==> config.mk <==
export PLATFORM = sky130hd
export DESIGN_NAME = masked_sbox_layer_seq
export DESIGN_NICKNAME = d
export VERILOG_FILES = /design/src/rtl/masked_sbox_layer_seq.sv
export SDC_FILE = /design/constraint.sdc
export NUM_CORES = 1
export LEC_CHECK = 0
export CAP_MARGIN = 10
export CELL_PAD_IN_SITES_DETAIL_PLACEMENT = 0
export CELL_PAD_IN_SITES_GLOBAL_PLACEMENT = 1
export CORE_UTILIZATION = 41
export CTS_CLUSTER_DIAMETER = 150
export DETAILED_ROUTE_END_ITERATION = 12
export PLACE_DENSITY_LB_ADDON = 0.1
export SETUP_SLACK_MARGIN = 0.2
export SLEW_MARGIN = 0
export SYNTH_ARGS = -nofsm -noshare
export SYNTH_HDL_FRONTEND = slang
export SYNTH_SLANG_ARGS = --single-unit
==> constraint.sdc <==
create_clock -name clk -period 3.9 [get_ports clk]
set_clock_uncertainty 0.15 [all_clocks]
set_input_delay 0.39 -clock clk [delete_from_list [all_inputs] [get_ports clk]]
set_output_delay 0.39 -clock clk [all_outputs]
set_load 0.01 [all_outputs]
==> src/rtl/masked_sbox_layer_seq.sv <==
// Sequencer that streams one PRINCE S-box layer, nibble by nibble, through a shared
// pipelined 3-share masked S-box core. Optional input remasking: MASKED_SBOX_REFRESH_EN.
module masked_sbox_layer_seq #(
    parameter int NIBBLES  = 16,
    parameter int SBOX_LAT = 2
) (
    input  logic                   clk,
    input  logic                   rst_n,
    input  logic                   start,
    input  logic                   inv,
    input  logic [4*NIBBLES-1:0]   sh_a_in,
    input  logic [4*NIBBLES-1:0]   sh_b_in,
    input  logic [4*NIBBLES-1:0]   sh_c_in,
    output logic [4*NIBBLES-1:0]   sh_a_out,
    output logic [4*NIBBLES-1:0]   sh_b_out,
    output logic [4*NIBBLES-1:0]   sh_c_out,
    output logic                   busy,
    output logic                   done,
    output logic [3:0]             sbox_in_a,
    output logic [3:0]             sbox_in_b,
    output logic [3:0]             sbox_in_c,
    output logic                   sbox_inv,
    output logic [SBOX_LAT-1:0]    sbox_en,
    input  logic [3:0]             sbox_out_a,
    input  logic [3:0]             sbox_out_b,
    input  logic [3:0]             sbox_out_c
`ifdef MASKED_SBOX_REFRESH_EN
    ,
    input  logic [7:0]             rnd_in,
    input  logic                   rnd_valid,
    output logic                   rnd_ready
`endif
);

    localparam int W  = 4 * NIBBLES;
    localparam int IW = (NIBBLES > 1) ? $clog2(NIBBLES) : 1;
    localparam int CW = $clog2(NIBBLES + 1);

    typedef enum logic [1:0] {
        IDLE  = 2'd0,
        FEED  = 2'd1,
        DRAIN = 2'd2,
        FIN   = 2'd3
    } state_e;

    state_e                state_q, state_d;
    logic [IW-1:0]         issue_cnt_q, issue_cnt_d;
    logic [CW-1:0]         col_cnt_q, col_cnt_d;
    logic [SBOX_LAT-1:0]   valid_sr_q, valid_sr_d;
    logic [W-1:0]          lat_a_q, lat_b_q, lat_c_q;
    logic                  inv_q;
    logic [W-1:0]          out_a_q, out_b_q, out_c_q;
    logic [W-1:0]          out_a_d, out_b_d, out_c_d;

    logic                  load;
    logic                  active;
    logic                  advance;
    logic                  issue;
    logic                  capture;
    logic [3:0]            nib_a, nib_b, nib_c;

    assign active = (state_q == FEED) || (state_q == DRAIN);

`ifdef MASKED_SBOX_REFRESH_EN
    // Without fresh randomness the whole pipeline freezes, core stages included.
    assign advance   = !active || rnd_valid;
    assign rnd_ready = (state_q == FEED);
`else
    assign advance   = 1'b1;
`endif

    assign load    = (state_q == IDLE) && start;
    assign issue   = (state_q == FEED) && advance;
    assign capture = active && advance && valid_sr_q[SBOX_LAT-1];

    always_comb begin
        nib_a = lat_a_q[4*issue_cnt_q +: 4];
        nib_b = lat_b_q[4*issue_cnt_q +: 4];
        nib_c = lat_c_q[4*issue_cnt_q +: 4];
`ifdef MASKED_SBOX_REFRESH_EN
        nib_a = nib_a ^ rnd_in[3:0];
        nib_b = nib_b ^ rnd_in[7:4];
        nib_c = nib_c ^ rnd_in[3:0] ^ rnd_in[7:4];
`endif
    end

    assign sbox_in_a = (state_q == FEED) ? nib_a : 4'h0;
    assign sbox_in_b = (state_q == FEED) ? nib_b : 4'h0;
    assign sbox_in_c = (state_q == FEED) ? nib_c : 4'h0;
    assign sbox_inv  = inv_q;

    // Stage k of the core only clocks when a valid nibble is about to enter it.
    generate
        for (genvar gi = 0; gi < SBOX_LAT; gi++) begin : g_en
            if (gi == 0) begin : g_first
                assign sbox_en[gi] = issue;
            end else begin : g_rest
                assign sbox_en[gi] = active && advance && valid_sr_q[gi-1];
            end
        end
    endgenerate

    assign busy     = active;
    assign done     = (state_q == FIN);
    assign sh_a_out = out_a_q;
    assign sh_b_out = out_b_q;
    assign sh_c_out = out_c_q;

    always_comb begin
        state_d     = state_q;
        issue_cnt_d = issue_cnt_q;
        col_cnt_d   = col_cnt_q;
        valid_sr_d  = valid_sr_q;
        out_a_d     = out_a_q;
        out_b_d     = out_b_q;
        out_c_d     = out_c_q;

        if (active && advance) begin
            valid_sr_d    = valid_sr_q << 1;
            valid_sr_d[0] = issue;
        end

        if (capture) begin
            out_a_d[4*col_cnt_q +: 4] = sbox_out_a;
            out_b_d[4*col_cnt_q +: 4] = sbox_out_b;
            out_c_d[4*col_cnt_q +: 4] = sbox_out_c;
            col_cnt_d                 = col_cnt_q + 1'b1;
        end

        case (state_q)
            IDLE: begin
                if (start) begin
                    state_d     = FEED;
                    issue_cnt_d = '0;
                    col_cnt_d   = '0;
                    valid_sr_d  = '0;
                end
            end
            FEED: begin
                if (issue) begin
                    issue_cnt_d = issue_cnt_q + 1'b1;
                    if (issue_cnt_q == IW'(NIBBLES - 1)) begin
                        state_d = DRAIN;
                    end
                end
            end
            DRAIN: begin
                if (capture && (col_cnt_q == CW'(NIBBLES - 1))) begin
                    state_d = FIN;
                end
            end
            FIN: begin
                state_d = IDLE;
            end
            default: begin
                state_d = IDLE;
            end
        endcase
    end

    always_ff @(posedge clk or negedge rst_n) begin
        if (!rst_n) begin
            state_q     <= IDLE;
            issue_cnt_q <= '0;
            col_cnt_q   <= '0;
            valid_sr_q  <= '0;
            out_a_q     <= '0;
            out_b_q     <= '0;
            out_c_q     <= '0;
        end else begin
            state_q     <= state_d;
            issue_cnt_q <= issue_cnt_d;
            col_cnt_q   <= col_cnt_d;
            valid_sr_q  <= valid_sr_d;
            out_a_q     <= out_a_d;
            out_b_q     <= out_b_d;
            out_c_q     <= out_c_d;
        end
    end

    always_ff @(posedge clk or negedge rst_n) begin
        if (!rst_n) begin
            lat_a_q <= '0;
            lat_b_q <= '0;
            lat_c_q <= '0;
            inv_q   <= 1'b0;
        end else if (load) begin
            lat_a_q <= sh_a_in;
            lat_b_q <= sh_b_in;
            lat_c_q <= sh_c_in;
            inv_q   <= inv;
        end
    end

endmodule
# Yosys cells after proc, flatten, opt, wreduce, memory -nomap -nowiden
# Cells that the tools add are included.
op_classes:
  n_reduce_logical: 9
  n_mux: 18
  shifts: 7
  eq_ne: 8
  addsub: 3
op_table:
  columns: ["operator", "count"]
  rows:
  - ["$bwmux 64", 3]
  - ["$shiftx 4x34->64", 3]
  - ["$shiftx 64x7->4", 3]
  - ["$shift 4x34->64 const A", 1]
  - ["$neg 7->34", 1]
  - ["$mux 4", 4]
  - ["$mux 5", 3]
  - ["$mux 2", 6]
  - ["$pmux 2 s4", 1]
  - ["$pmux 4 s2", 1]
  - ["$add 5x1->5 const B", 1]
  - ["$eq 5x4->1 const B", 1]
  - ["$add 4x1->4 const B", 1]
  - ["$eq 2x2->1 const B", 2]
  - ["$eq 4x4->1 const B", 1]
  - ["$logic_and 1x1->1", 4]
  - ["$ne 2x1->1 const B", 2]
  - ["$reduce_and 3->1", 1]
  - ["$eq 2x1->1 const B", 1]
  - ["$logic_not 2->1", 1]
  - ["$ne 2x2->1 const B", 1]
  - ["$reduce_and 2->1", 1]
  - ["$reduce_bool 2->1", 1]
  - ["$logic_or 1x1->1", 1]
totals:
  word_cells: 56
  register_bits: 398
  output_inout_bits: 209
  in_bits: 208

# Depth between registers and ports, before layout
# Gate-level depths: netlist of the first run.
depth:
  word_depth: 6
  mapped_depth: 11

# Worst setup path after synthesis of the first run
# Ideal clock, no wire load.
synth_path:
  path_type: "reg2reg"
  from: "reg col_cnt_q[0]"
  to: "reg out_a_q[22] (netlist: sh_a_out[22])"
  arrival_ns: 2.496
  path_slack_ns: 1.129
  required_time_ns: 3.625
  path_stages_with_launch: 12
  setup_time_ns: 0.125
  path_cell_list: "dfrtp_1 > buf_6 > inv_1 > ha_1 > nand2b_1 > nor2_1 > ha_1 > or3b_1 > or3b_4 > nor2_4 > buf_12 > mux2_4"
synth_via:
  elab_chain_cells: 3
  word_cells_on_any_way: 4
synth_lines:
  columns: ["element", "line", "rtl"]
  rows:
  - ["start, declared", "48", "logic [CW-1:0] col_cnt_q, col_cnt_d;"]
  - ["start signal, assigned", "173", "col_cnt_q <= col_cnt_d;"]
  - ["$neg 7->34 (*)", "124", "out_a_d[4*col_cnt_q +: 4] = sbox_out_a;"]
  - ["$shiftx 4x34->64 / $shift 4x34->64 (equally long branches)", "124", null]
  - ["$bwmux 64 (*)", "124", null]
  - ["end signal, assigned", "175", "out_a_q <= out_a_d;"]
  - ["end, declared", "52", "logic [W-1:0] out_a_q, out_b_q, out_c_q;"]
# Mark *: on every way between the ends. The rest lies on a longest branch, timed or not.
# A chain may end at the register's enable or synchronous reset.

# Worst setup path in the final report of the first run
layout_path:
  from: "reg issue_cnt_q[0]"
  to: "out sbox_in_c[1]"
layout_via:
  elab_chain_cells: 2
layout_lines:
  columns: ["element", "line", "rtl"]
  rows:
  - ["start, declared", "47", "logic [IW-1:0] issue_cnt_q, issue_cnt_d;"]
  - ["start signal, assigned", "172", "issue_cnt_q <= issue_cnt_d;"]
  - ["$shiftx 64x7->4", "79", "nib_c = lat_c_q[4*issue_cnt_q +: 4];"]
  - ["$mux 4", "89", "assign sbox_in_c = (state_q == FEED) ? nib_c : 4'h0;"]
  - ["end, declared", "21", "output logic [3:0] sbox_in_c,"]
# No other way between the ends.

==> results.cfg, run 1 <==
[critical_path]
timing.rr.start = col_cnt_q[1]
path_buf_inv = 2
worstSetupEndpointType = output port
worstPathRequired_ns = 3.36
critical_path_class = reg -> out
max_stage_delay_ns = 0.64
worst_setup_path_start_kind = register
path_cells = buf_4 > mux4_2 > mux2i_1 > o22ai_1 > clkdlybuf4s50_1
startpoint = issue_cnt_q[0]
slowest_stage = dfrtp_4
crit_arrival_ns = 2.98
path_delay_family = buffers and inverters
cp_max_fo = 17

[synth]
yosys-mux-area-fraction = 0.3188
syn-num-nets = 1389
synth.distinct_cells = 52
ys_ff_latch = 398
syn_avg_cell_area_sq_um = 14.87
synth_seq_area_share = 0.5716
synthXorXnorAreaFrac = 0.003016
yosysTopAreaCell = dfrtp_1
synth_area_leaders = dfrtp_1 (57%), mux2_2 (23%), mux4_2 (5.7%), mux2_4 (1.7%), mux2i_1 (1.7%)
ys_warn_count = 0
synth_top_family_by_area = multiplexers
synth-compound-area-share = 0.02319
synth_simple_gate_area_share = 0.05170
synthArstFlopShare = 1.000
synthCells = 1172
synthAdderAreaFrac = 0.006463
synth_area_sq_um = 17420
synth-edff-count = 0
synth_top_area_frac = 0.5716
ys.flop_type = dfrtp_1

[detailed_routing]
vias = 11320
drt_first_pass_iters = 4
wl_um = 46930
ant_nets = 0
drt-initial-drc-count = 491
drt-vias-per-instance = 5.234
drcViolationCount = 0
routedWlPerCell_um = 21.70

[timing]
max_freq_mhz = 284.0
setup_viol_count_final = 0
slew-limit-headroom = 0.2037
hold_viol = 0
setup_tns_ns = 0
maxSlewViolCount = 0
worst_slack_ns = 0.3784
rsz0062_at_grt = yes
tightestPinTransition_ns = 1.184
period_minus_slack_ns = 3.522
fin_crit_sh = 0.9030

[placed_design]
place_congestion = 0.7899
hpwl_um = 33230
io_buffers = 416
dp_slack_ns = 0.7951

[global_route]
grt_pass1_wl_um = 73270
antenna_found_initial = 8
grt-ovfl-total = 0
grt_pass1_vias = 12010
grt_use_total = 0.2209
grt_max_degree = 90

[clocking]
cts_sinks = 398
cts.htree.levels = 2
cts_tree = yes
cts_made_buffers = 46
postCtsSetupBuffers = 0
clk_latency_ns = 0.56
clkTransAtPathRegs_ns = 0.05
cts_root_buf = clkbuf_16
clockBufferDepth = 3

[floorplanning]
die_area_sq_um = 43330
core-area_sq_um = 41950
ioPinCount = 417
core.rowCount = 75
die_h_um = 208.2
initial_utilization = 0.4154
fp.dieW_um = 208.2

[hold_path]
hold_class = in -> async

[pwr]
p_leak_nw = 11.01
finalPower_mw = 8.766
powerDensity_nw_per_um2 = 370.4
ir_drop_uv = 330.5

[cells_and_area]
multi_input_area_sq_um = 7036
fill_cells = 3504
mostFrequentLayoutCells = clkdlybuf4s50_1 (415), dfrtp_1 (395), mux2_2 (351)
syn2layout_area_growth_pct = 35.80
nets = 1806
drive_gt1_frac = 0.3208
register_area_sq_um = 9966
final_common_cell = clkdlybuf4s50_1

[run_status]
status = finished, final reports clean

[run]
maxCapViolCount = 0
==> cells in the mapped netlist (all sizes together) (11+ instances only) <==
master  number
dfrtp      398
mux2       372
mux4        44
buf         42
and2        41
clkbuf      36
mux2i       30
o21ai       29
nand2       28
and3        25
nor2        21
nand3       11
==> state kept, by name, indices dropped and copies added (netlist names), 2 cells and up <==
| signal | flops |
|---|---|
| lat_c_q | 64 |
| lat_b_q | 64 |
| issue_cnt_q | 4 |
| lat_a_q | 64 |
| col_cnt_q | 5 |
| valid_sr_q | 2 |
| sh_c_out | 64 |
| sh_b_out | 64 |
| state_q | 2 |
| sh_a_out | 64 |
==> path summary, 6_finish.rpt <==
kind | slack (ns) | endpoint | depth (start not counted)
max in group asynchronous | 2.35 | sh_c_out[18] | 3
setup reg to reg | 0.75 | sh_c_out[17] | 9
hold / removal | 0.28 | sh_b_out[15] | 2
setup / recovery | 0.38 | sbox_in_c[1] | 5
hold reg to reg | 0.35 | lat_b_q[43] | 1
min in group clk | 0.28 | lat_a_q[4] | 2
==> routing by layer <==
metal	GRT usage	wire (um)	vias to the layer above	part of all wire
met1	0.2898	20240	5819	0.43
met3	0.06113	3096	69	0.066
met2	0.3541	22410	321	0.48
met5	0	42	-	0.00089
met4	0.07305	1137	6	0.024
li1	-	-	5106	-
==> timing repair <==
item                                    4_1_cts  5_1_grt
hold buffers                                  1        0
resized for setup                             0        2
endpoints found under the setup margin        0        2
endpoints found under the hold margin        81        0
==> cells by family after synthesis <==
| group | count (synthesis) |
|---|---|
| compound gates | 64 |
| fa+ha+maj | 9 |
| mux | 446 |
| buf+inv | 88 |
| simple gates | 161 |
| xor+xnor | 6 |
| flops | 398 |
==> worst reg2reg max path, stage by stage (launching register included) <==
cell      delay [ns]
dfrtp_1         0.49
inv_1           0.08
ha_1            0.26
nand2b_1        0.14
nor2_1          0.06
ha_1            0.35
nand3_1         0.11
nor2_1          0.27
nand4_1         0.62
mux2_2          0.51
==> stage by stage <==
| step | util | hold WS, ns | cells | instance area [sq um] |
|---|---|---|---|---|
| 6_report | 0.5641 | 0.2801 | 2163 | 23660 |
| 3_3_place_gp | 0.5297 | 0.3098 | 2079 | 22220 |
| 4_1_cts | 0.5638 | 0.2442 | 2160 | 23650 |
| 3_5_place_dp | 0.5297 | 0.3093 | 2079 | 22220 |
| 2_1_floorplan | - | -0.05559 | 1172 | 17420 |
| 5_1_grt | 0.5640 | 0.2672 | 2161 | 23660 |
==> area by class of cell <==
cell class,count,share of cell area
Tap cell,539,0.02850
Antenna cell,3,0.0003173
Inverter,10,0.001586
Timing Repair Buffer,447,0.1910
Clock inverter,11,0.004759
Multi-Input combinational cell,686,0.2973
Sequential cell,398,0.4212
Clock buffer,69,0.05531
==> power by group <==
group / total (mW) / leakage [nW] / internal, mW / switching (mW)
registers: 4.18 / 5.40 / 4.16 / 0.0168
clock network: 4.11 / 0.700 / 2.44 / 1.67
logic: 0.475 / 4.91 / 0.272 / 0.203
(Power assumes the default switching activity.)
==> run 2: changes to the inputs <==
--- a/config.mk
+++ b/config.mk
@@ -11,6 +11,7 @@
 export CORE_UTILIZATION = 41
 export CTS_CLUSTER_DIAMETER = 150
 export DETAILED_ROUTE_END_ITERATION = 12
+export GPL_TIMING_DRIVEN = 1
 export PLACE_DENSITY_LB_ADDON = 0.1
 export SETUP_SLACK_MARGIN = 0.2
 export SLEW_MARGIN = 0
==> results of run 2 <==
Final layout, timing and power as in run 1 (identical DEF).
==> run 3: changes to the inputs <==
--- a/config.mk
+++ b/config.mk
@@ -11,7 +11,6 @@
 export CORE_UTILIZATION = 41
 export CTS_CLUSTER_DIAMETER = 150
 export DETAILED_ROUTE_END_ITERATION = 12
-export GPL_TIMING_DRIVEN = 1
 export PLACE_DENSITY_LB_ADDON = 0.1
 export SETUP_SLACK_MARGIN = 0.2
 export SLEW_MARGIN = 0
==> results of run 3 <==
Final layout, timing and power as in run 1 (identical DEF).
